==> src/rtl/ela_pkg.sv <==
// Shared constants and arbiter state encoding for the ELA buffer arbiter.
package ela_pkg;

   localparam int unsigned ADDR_W    = 10;
   localparam int unsigned DATA_W    = 8;
   localparam int unsigned MAX_BURST = 32;
   localparam int unsigned BEAT_W    = 6;

   typedef enum logic [1:0] {
      StIdle = 2'd0,
      StGnt0 = 2'd1,
      StGnt1 = 2'd2
   } arb_state_e;

endpackage

==> src/rtl/ela_mem_arb.sv <==
// Two-master round-robin arbiter in front of a single-port 1024x8 buffer.
// m0 is the loader, m1 the interpolation engine. One beat per cycle, with
// registered memory drive and a two-stage tagged read return.
module ela_mem_arb
   import ela_pkg::*;
(
   input  logic              clk,
   input  logic              rst,
   // Loader
   input  logic              m0_req,
   input  logic              m0_wen,
   input  logic              m0_last,
   input  logic [ADDR_W-1:0] m0_addr,
   input  logic [DATA_W-1:0] m0_wdata,
   output logic              m0_gnt,
   output logic              m0_rvalid,
   output logic [DATA_W-1:0] m0_rdata,
   // Interpolation engine
   input  logic              m1_req,
   input  logic              m1_wen,
   input  logic              m1_last,
   input  logic [ADDR_W-1:0] m1_addr,
   input  logic [DATA_W-1:0] m1_wdata,
   output logic              m1_gnt,
   output logic              m1_rvalid,
   output logic [DATA_W-1:0] m1_rdata,
   // Buffer
   output logic              mem_wen,
   output logic [ADDR_W-1:0] mem_addr,
   output logic [DATA_W-1:0] mem_wdata,
   input  logic [DATA_W-1:0] mem_rdata,
   output logic              busy
);

   // Beat index at which a burst without last becomes preemptible.
   localparam logic [BEAT_W-1:0] BeatLimit = BEAT_W'(MAX_BURST - 1);
   localparam logic [BEAT_W-1:0] BeatSat   = BEAT_W'(MAX_BURST);

   arb_state_e state_q, state_d;

   logic              rr_ptr_q, rr_ptr_d;
   logic [BEAT_W-1:0] beat_cnt_q, beat_cnt_d;

   logic              mem_wen_q, mem_wen_d;
   logic [ADDR_W-1:0] mem_addr_q, mem_addr_d;
   logic [DATA_W-1:0] mem_wdata_q, mem_wdata_d;

   // Read tags: stage 1 marks the cycle the buffer is addressed.
   logic              rd0_q, rd0_d;
   logic              rd1_q, rd1_d;
   logic              m0_rvalid_q, m0_rvalid_d;
   logic              m1_rvalid_q, m1_rvalid_d;
   logic [DATA_W-1:0] m0_rdata_q, m0_rdata_d;
   logic [DATA_W-1:0] m1_rdata_q, m1_rdata_d;

   logic acc0, acc1;
   logic limit_hit;
   logic rel0, rel1;
   logic new_grant;

   assign acc0      = m0_req & (state_q == StGnt0);
   assign acc1      = m1_req & (state_q == StGnt1);
   assign limit_hit = (beat_cnt_q >= BeatLimit);

   // While granted, a high req is an accepted beat, so last/limit act on it directly.
   assign rel0 = ~m0_req | m0_last | (limit_hit & m1_req);
   assign rel1 = ~m1_req | m1_last | (limit_hit & m0_req);

   // State register
   always_ff @(posedge clk) begin
      if (rst) begin
         state_q <= StIdle;
      end else begin
         state_q <= state_d;
      end
   end

   // Next-state: round-robin from idle, direct handover on release
   always_comb begin
      state_d = state_q;
      unique case (state_q)
         StIdle: begin
            if (m0_req && m1_req) begin
               state_d = rr_ptr_q ? StGnt1 : StGnt0;
            end else if (m0_req) begin
               state_d = StGnt0;
            end else if (m1_req) begin
               state_d = StGnt1;
            end
         end
         StGnt0: begin
            if (rel0) begin
               state_d = m1_req ? StGnt1 : StIdle;
            end
         end
         StGnt1: begin
            if (rel1) begin
               state_d = m0_req ? StGnt0 : StIdle;
            end
         end
         default: state_d = StIdle;
      endcase
   end

   // FSM outputs
   always_comb begin
      m0_gnt = (state_q == StGnt0);
      m1_gnt = (state_q == StGnt1);
      busy   = (state_q != StIdle);
   end

   // Next-state for round-robin pointer, beat counter, memory drive and read return
   always_comb begin
      new_grant = (state_d != StIdle) && (state_d != state_q);

      rr_ptr_d = rr_ptr_q;
      if (new_grant) begin
         rr_ptr_d = (state_d == StGnt0);
      end

      beat_cnt_d = beat_cnt_q;
      if (new_grant) begin
         beat_cnt_d = '0;
      end else if ((acc0 || acc1) && (beat_cnt_q < BeatSat)) begin
         beat_cnt_d = beat_cnt_q + 1'b1;
      end

      mem_wen_d   = 1'b0;
      mem_addr_d  = mem_addr_q;
      mem_wdata_d = mem_wdata_q;
      if (acc0) begin
         mem_wen_d   = m0_wen;
         mem_addr_d  = m0_addr;
         mem_wdata_d = m0_wdata;
      end else if (acc1) begin
         mem_wen_d   = m1_wen;
         mem_addr_d  = m1_addr;
         mem_wdata_d = m1_wdata;
      end

      rd0_d = acc0 & ~m0_wen;
      rd1_d = acc1 & ~m1_wen;

      // Buffer read is asynchronous on mem_addr, valid while the tag is in stage 1.
      m0_rvalid_d = rd0_q;
      m1_rvalid_d = rd1_q;
      m0_rdata_d  = rd0_q ? mem_rdata : m0_rdata_q;
      m1_rdata_d  = rd1_q ? mem_rdata : m1_rdata_q;
   end

   // Datapath registers
   always_ff @(posedge clk) begin
      if (rst) begin
         rr_ptr_q    <= 1'b0;
         beat_cnt_q  <= '0;
         mem_wen_q   <= 1'b0;
         mem_addr_q  <= '0;
         mem_wdata_q <= '0;
         rd0_q       <= 1'b0;
         rd1_q       <= 1'b0;
         m0_rvalid_q <= 1'b0;
         m1_rvalid_q <= 1'b0;
         m0_rdata_q  <= '0;
         m1_rdata_q  <= '0;
      end else begin
         rr_ptr_q    <= rr_ptr_d;
         beat_cnt_q  <= beat_cnt_d;
         mem_wen_q   <= mem_wen_d;
         mem_addr_q  <= mem_addr_d;
         mem_wdata_q <= mem_wdata_d;
         rd0_q       <= rd0_d;
         rd1_q       <= rd1_d;
         m0_rvalid_q <= m0_rvalid_d;
         m1_rvalid_q <= m1_rvalid_d;
         m0_rdata_q  <= m0_rdata_d;
         m1_rdata_q  <= m1_rdata_d;
      end
   end

   assign mem_wen   = mem_wen_q;
   assign mem_addr  = mem_addr_q;
   assign mem_wdata = mem_wdata_q;
   assign m0_rvalid = m0_rvalid_q;
   assign m1_rvalid = m1_rvalid_q;
   assign m0_rdata  = m0_rdata_q;
   assign m1_rdata  = m1_rdata_q;

endmodule

==> config.mk <==
export PLATFORM = sky130hd
export DESIGN_NAME = ela_mem_arb
export DESIGN_NICKNAME = d
export VERILOG_FILES = /design/src/rtl/ela_pkg.sv /design/src/rtl/ela_mem_arb.sv
export SDC_FILE = /design/constraint.sdc
export NUM_CORES = 1
export LEC_CHECK = 0
export ABC_AREA = 1
export BUFFER_PORTS_ARGS = -buffer_cell sky130_fd_sc_hd__buf_2
export CORE_MARGIN = 2
export CORE_UTILIZATION = 50
export DETAILED_ROUTE_END_ITERATION = 10
export PLACE_DENSITY = 0.88
export SETUP_SLACK_MARGIN = 0.3
export SYNTH_ARGS = -nofsm -noshare
export SYNTH_HDL_FRONTEND = slang
export SYNTH_SLANG_ARGS = --single-unit
==> constraint.sdc <==
create_clock -name clk -period 3.4 [get_ports clk]
set_input_delay 0.34 -clock clk [delete_from_list [all_inputs] [get_ports clk]]
set_output_delay 0.34 -clock clk [all_outputs]
set_load 0.01 [all_outputs]
Word-level counts from Yosys, hierarchy flattened
Cells that the tools add are included.
{ "op_classes": {"bitwise": 14, "reduce_logical": 9, "magnitude_cmp": 2, "n_mux": 15, "n_eq_ne": 4, "n_addsub": 1} }
{ "ops": {"columns": ["cell", "count"], "rows": [
  ["$mux 10", 2],
  ["$mux 8", 2],
  ["$mux 2", 7],
  ["$add 6x1->6 const B", 1],
  ["$and 1x1->1", 6],
  ["$ge 6x5->1 const B", 1],
  ["$lt 6x6->1 const B", 1],
  ["$pmux 2 s3", 1],
  ["$reduce_bool 2->1", 3],
  ["$eq 2x1->1 const B", 2],
  ["$not 1->1", 4],
  ["$or 1x1->1", 4],
  ["$logic_and 1x1->1", 3],
  ["$mux 1", 3],
  ["$eq 2x2->1 const B", 1],
  ["$logic_not 2->1", 1],
  ["$ne 2x2->1", 1],
  ["$reduce_or 2->1", 1],
  ["$logic_or 1x1->1", 1]
]} }
{ "totals": {"regBits": 48, "elab_cells": 57, "output_inout_bits": 40} }

Logic depth before layout (Yosys ltp)
{ "logic_depth": {"depth_word": 8, "depth_mapped": 11, "depth_no_buf": 11} }

Worst setup path after synthesis
OpenSTA, ideal clock, no wires.
{ "synth_path": {"path_kind": "reg-to-reg", "startpoint": "register beat_cnt_q[0]", "endpoint": "register beat_cnt_q[0]", "required_time_ns": 3.333, "setup_time_ns": 0.067, "path_slack_ns": 2.014, "stages_incl_launch_ff": 10, "path_buffers": 0, "arrival_time_ns": 1.319, "path_cell_list": "dfxtp_1 -> ha_1 -> nand2_1 -> o21ai_0 -> nand2_1 -> nand3_1 -> nand3_1 -> nand2_1 -> nand3_1 -> nor2_1"} }
{ "synth_via": {"elab_chain_cells": 8, "elab_cells_between_ends": 15, "classes_between": "1 x add/sub; 2 x order compare; 1 x eq/ne; 3 x mux; 4 x bitwise; 4 x reduce/logical"} }
{ "synth_rtl": {"columns": ["element", "line", "rtl"], "rows": [
  ["from (decl)", "ela_mem_arb.sv:42", "logic [BEAT_W-1:0] beat_cnt_q, beat_cnt_d;"],
  ["from (signal assigned)", "ela_mem_arb.sv:167", "beat_cnt_q <= beat_cnt_d;"],
  ["$ge 6x5->1", "ela_mem_arb.sv:63", "assign limit_hit = (beat_cnt_q >= BeatLimit);"],
  ["$and 1x1->1 (on tied branches)", "ela_mem_arb.sv:67, ela_mem_arb.sv:66", null],
  ["$or 1x1->1 (on tied branches)", "ela_mem_arb.sv:67, ela_mem_arb.sv:66", null],
  ["$mux 2 (on tied branches)", "ela_mem_arb.sv:97, ela_mem_arb.sv:92", null],
  ["$pmux 2 s3", "ela_mem_arb.sv:81", "unique case (state_q)"],
  ["$ne 2x2->1 / $reduce_bool 2->1 (equally long branches)", "ela_mem_arb.sv:114", "new_grant = (state_d != StIdle) && (state_d != state_q);"],
  ["$logic_and 1x1->1", "ela_mem_arb.sv:114", null],
  ["$reduce_or 2->1 (no line)", null, null]
]} }
Several ways; a longest one is shown, not always the timed one.
A chain may end at the register's enable or synchronous reset.

Worst setup path after layout
{ "layout_path": {"startpoint": "register beat_cnt_q[0]", "endpoint": "register beat_cnt_q[5]"} }
The elaborated chain is that of the path after synthesis.

==> results.cfg <==
[cells_and_area]
antenna_cells = 0
design_area_um2 = 2550
layout_common_cells = buf_2, dfxtp_1, nor2_1
final_cells = 397
layout-drive-gt1-share_pct = 31.2
final_common_cell = buf_2
areaGrowthSynthToFinish_pct = 27.4
layout.nets = 402

[power_and_ir_drop]
power.density_nw_per_um2 = 432
ir_worst_vdd_v = 0.000306
combPwrFrac_pct = 16.4
seqPwrFrac_pct = 54.7
pwr-share-clk_pct = 28.9
p_int_mw = 0.801
p_sw_share_pct = 27.3
switchingPower_mw = 0.301
leakage_nw = 1.26

[timing]
fmax_mhz = 622
holdWs_ps = 211
setup_viol = 0
skew_ps = 4.47
relSlewSlack_pct = 65.5
period_minus_slack_ps = 1610
rsz0062_at_grt = false
finalCritPeriodShare_pct = 47.3
hold_viol_final = 0
slew_violations = 0
worst_pin_slew_ps = 517
setup_tns_ps = 0

[clock_network]
worstSkewPairLatency_ps = 300
cts_buffers = 5
h-tree-depth = 2
cts_tree = yes
cts_sinks = 48
cts-hold-fix-buffers = 0
cts_setup_buffers = 0
cts_root_buf = clkbuf_8
clkTransAtPathRegs_ps = 80
cts_buffer_depth = 2
cts_resized = 0

[synth]
ys_types = 27
netlist_area_um2 = 2000
synth_top_area_share_pct = 48.0
ys_warn_count = 0
synthTopCellsByArea = dfxtp_1, o21ai_0, nor2_1
syn_nets = 312
yosysSeqAreaShare_pct = 48.0
ys_ff_latch = 48
syn_area_per_cell_um2 = 7.73
synth_cells = 259
netlist.top_cell.by_area = dfxtp_1

[critical_path]
path_cells = ha_1, nand2_1, o21ai_0, nand2_1, nand3_1, nand3_1, nand2_1, nand3_1, nor2_1
r2r-end = beat_cnt_q[5]
path_buf_inv = 0
worstPathMaxFanout = 6
endpoint_kind = flop
worstSetupPathType = flop to flop
crit_arrival_ps = 1840
max_stage_delay_ps = 370
start_kind = flop
cpLargestDelayFamily = simple AND/OR/NAND/NOR gates
critPathSlowestCell = dfxtp_1
r2r-start = beat_cnt_q[0]
rr_worst_depth = 9
r2r_slack_ps = 1790
cp_data_required_time_ps = 3630

[hold_path]
holdPathEnd = m0_rvalid_d
worstHoldPathType = primary input to flop
holdPathStages = 2
worstHoldStart = m0_wen

[grt]
grt_overflow_total = 0
grt_max_degree = 24
antenna_found_initial = 0
grt_pass1_wl_mm = 7.54
grtUsageTotal_pct = 22.1
grt_pass1_vias = 1806

[routing]
ant_nets = 0
drc = 0
drtIter0Drc = 84
viasPerCell = 4.99
wl_per_cell_um = 12.1
drt-total-wl_mm = 4.82
vias = 1982
drt_first_pass_iters = 4

[placement]
numPortBuffers = 91
dpl_cell_area_um2 = 2470
dp_cells = 390
dp_hpwl_mm = 3.59
place_congestion = 0.817

[floorplan]
rows = 22
ioPinCount = 92
die_area_um2 = 4530
start_util_pct = 53.5
die_y_um = 67.3
core-area_um2 = 3740
dieWidth_um = 67.3

[outcome]
outcome = finished clean

[run]
cap_violations = 0
==> sequential cells by signal, indices dropped and copies added, names as in the netlist, 2 cells and up <==
signal,cells
m1_rdata,8
mem_addr,10
state_q,2
mem_wdata,8
beat_cnt_q,6
m0_rdata,8
==> worst max path at each step <==
stage,start,endpoint,cells after the start
floorplan,beat_cnt_q[0],beat_cnt_q[0],9
global placement,rst,beat_cnt_q[3],4
detailed placement,beat_cnt_q[0],beat_cnt_q[5],9
CTS,beat_cnt_q[0],beat_cnt_q[5],9
global route,beat_cnt_q[0],beat_cnt_q[5],9
finish,beat_cnt_q[0],beat_cnt_q[5],9
==> final cells by class <==
type | count | area [um2]
inverters | 23 | 86.3
clock inverters | 2 | 12.5
well taps | 48 | 60.1
fillers | 329 | 1190
multi-input cells | 180 | 907
clock buffers | 5 | 68.8
repair buffers | 91 | 455
flip-flops and latches | 48 | 961
==> Yosys cell counts <==
cell type  count
xor2_1         1
clkbuf_1       4
inv_1         17
xnor2_1        3
nor2_2         1
nand2_2        1
nand2_4        2
clkbuf_2       1
nand2_8        1
nor2_4         2
o21a_1        16
nand2_1       41
nand3_1        6
o21ai_0       34
ha_1           1
nand4_1        1
o211ai_1       2
buf_6          2
nor3_1         3
a21oi_1       17
dfxtp_1       48
nor2_1        45
o21ai_1        1
inv_2          4
buf_2          1
a31oi_1        2
clkinv_1       2
==> power groups by stage <==
stage | clock network (mW) | registers (mW) | logic [mW]
6_report | 0.318 | 0.603 | 0.181
5_1_grt | 0.343 | 0.605 | 0.204
4_1_cts | 0.326 | 0.603 | 0.182
3_5_place_dp | 0 | 0.616 | 0.181
3_3_place_gp | 0 | 0.615 | 0.178
2_1_floorplan | 0 | 0.624 | 0.102
==> worst register-to-register path, stage by stage, from the launching register on <==
cell	delay, ps
dfxtp_1	370
ha_1	200
nand2_1	60
o21ai_0	210
nand2_1	100
nand3_1	100
nand3_1	90
nand2_1	80
nand3_1	170
nor2_1	170
==> through the flow <==
step / setup WS [ps] / power (mW) / util (%)
6_report: 1790 / 1.10 / 68.1
5_1_grt: 1550 / 1.15 / 68.1
4_1_cts: 1800 / 1.11 / 68.1
3_5_place_dp: 1820 / 0.796 / 66.0
3_3_place_gp: 1870 / 0.793 / 66.0
2_1_floorplan: 2010 / 0.726 / -
==> routing by layer <==
metal	routed length (um)	GRT usage, %	vias up
li1	-	-	1016
met1	2060	25.2	878
met2	2250	37.3	77
met3	368	5.83	11
met4	136	12.5	0
met5	0	0	-
==> cell families after synthesis <==
kind of cell | count (synthesis) | share of synthesized area (%)
DFF | 48 | 48.0
and+or+nand+nor | 103 | 22.6
buffers and inverters | 31 | 6.69
AOI/OAI and AO/OA | 72 | 20.4
xor gates and xnor gates | 4 | 1.75
adders and majority gates | 1 | 0.625
Note: power is estimated with default switching activity, not from simulation.
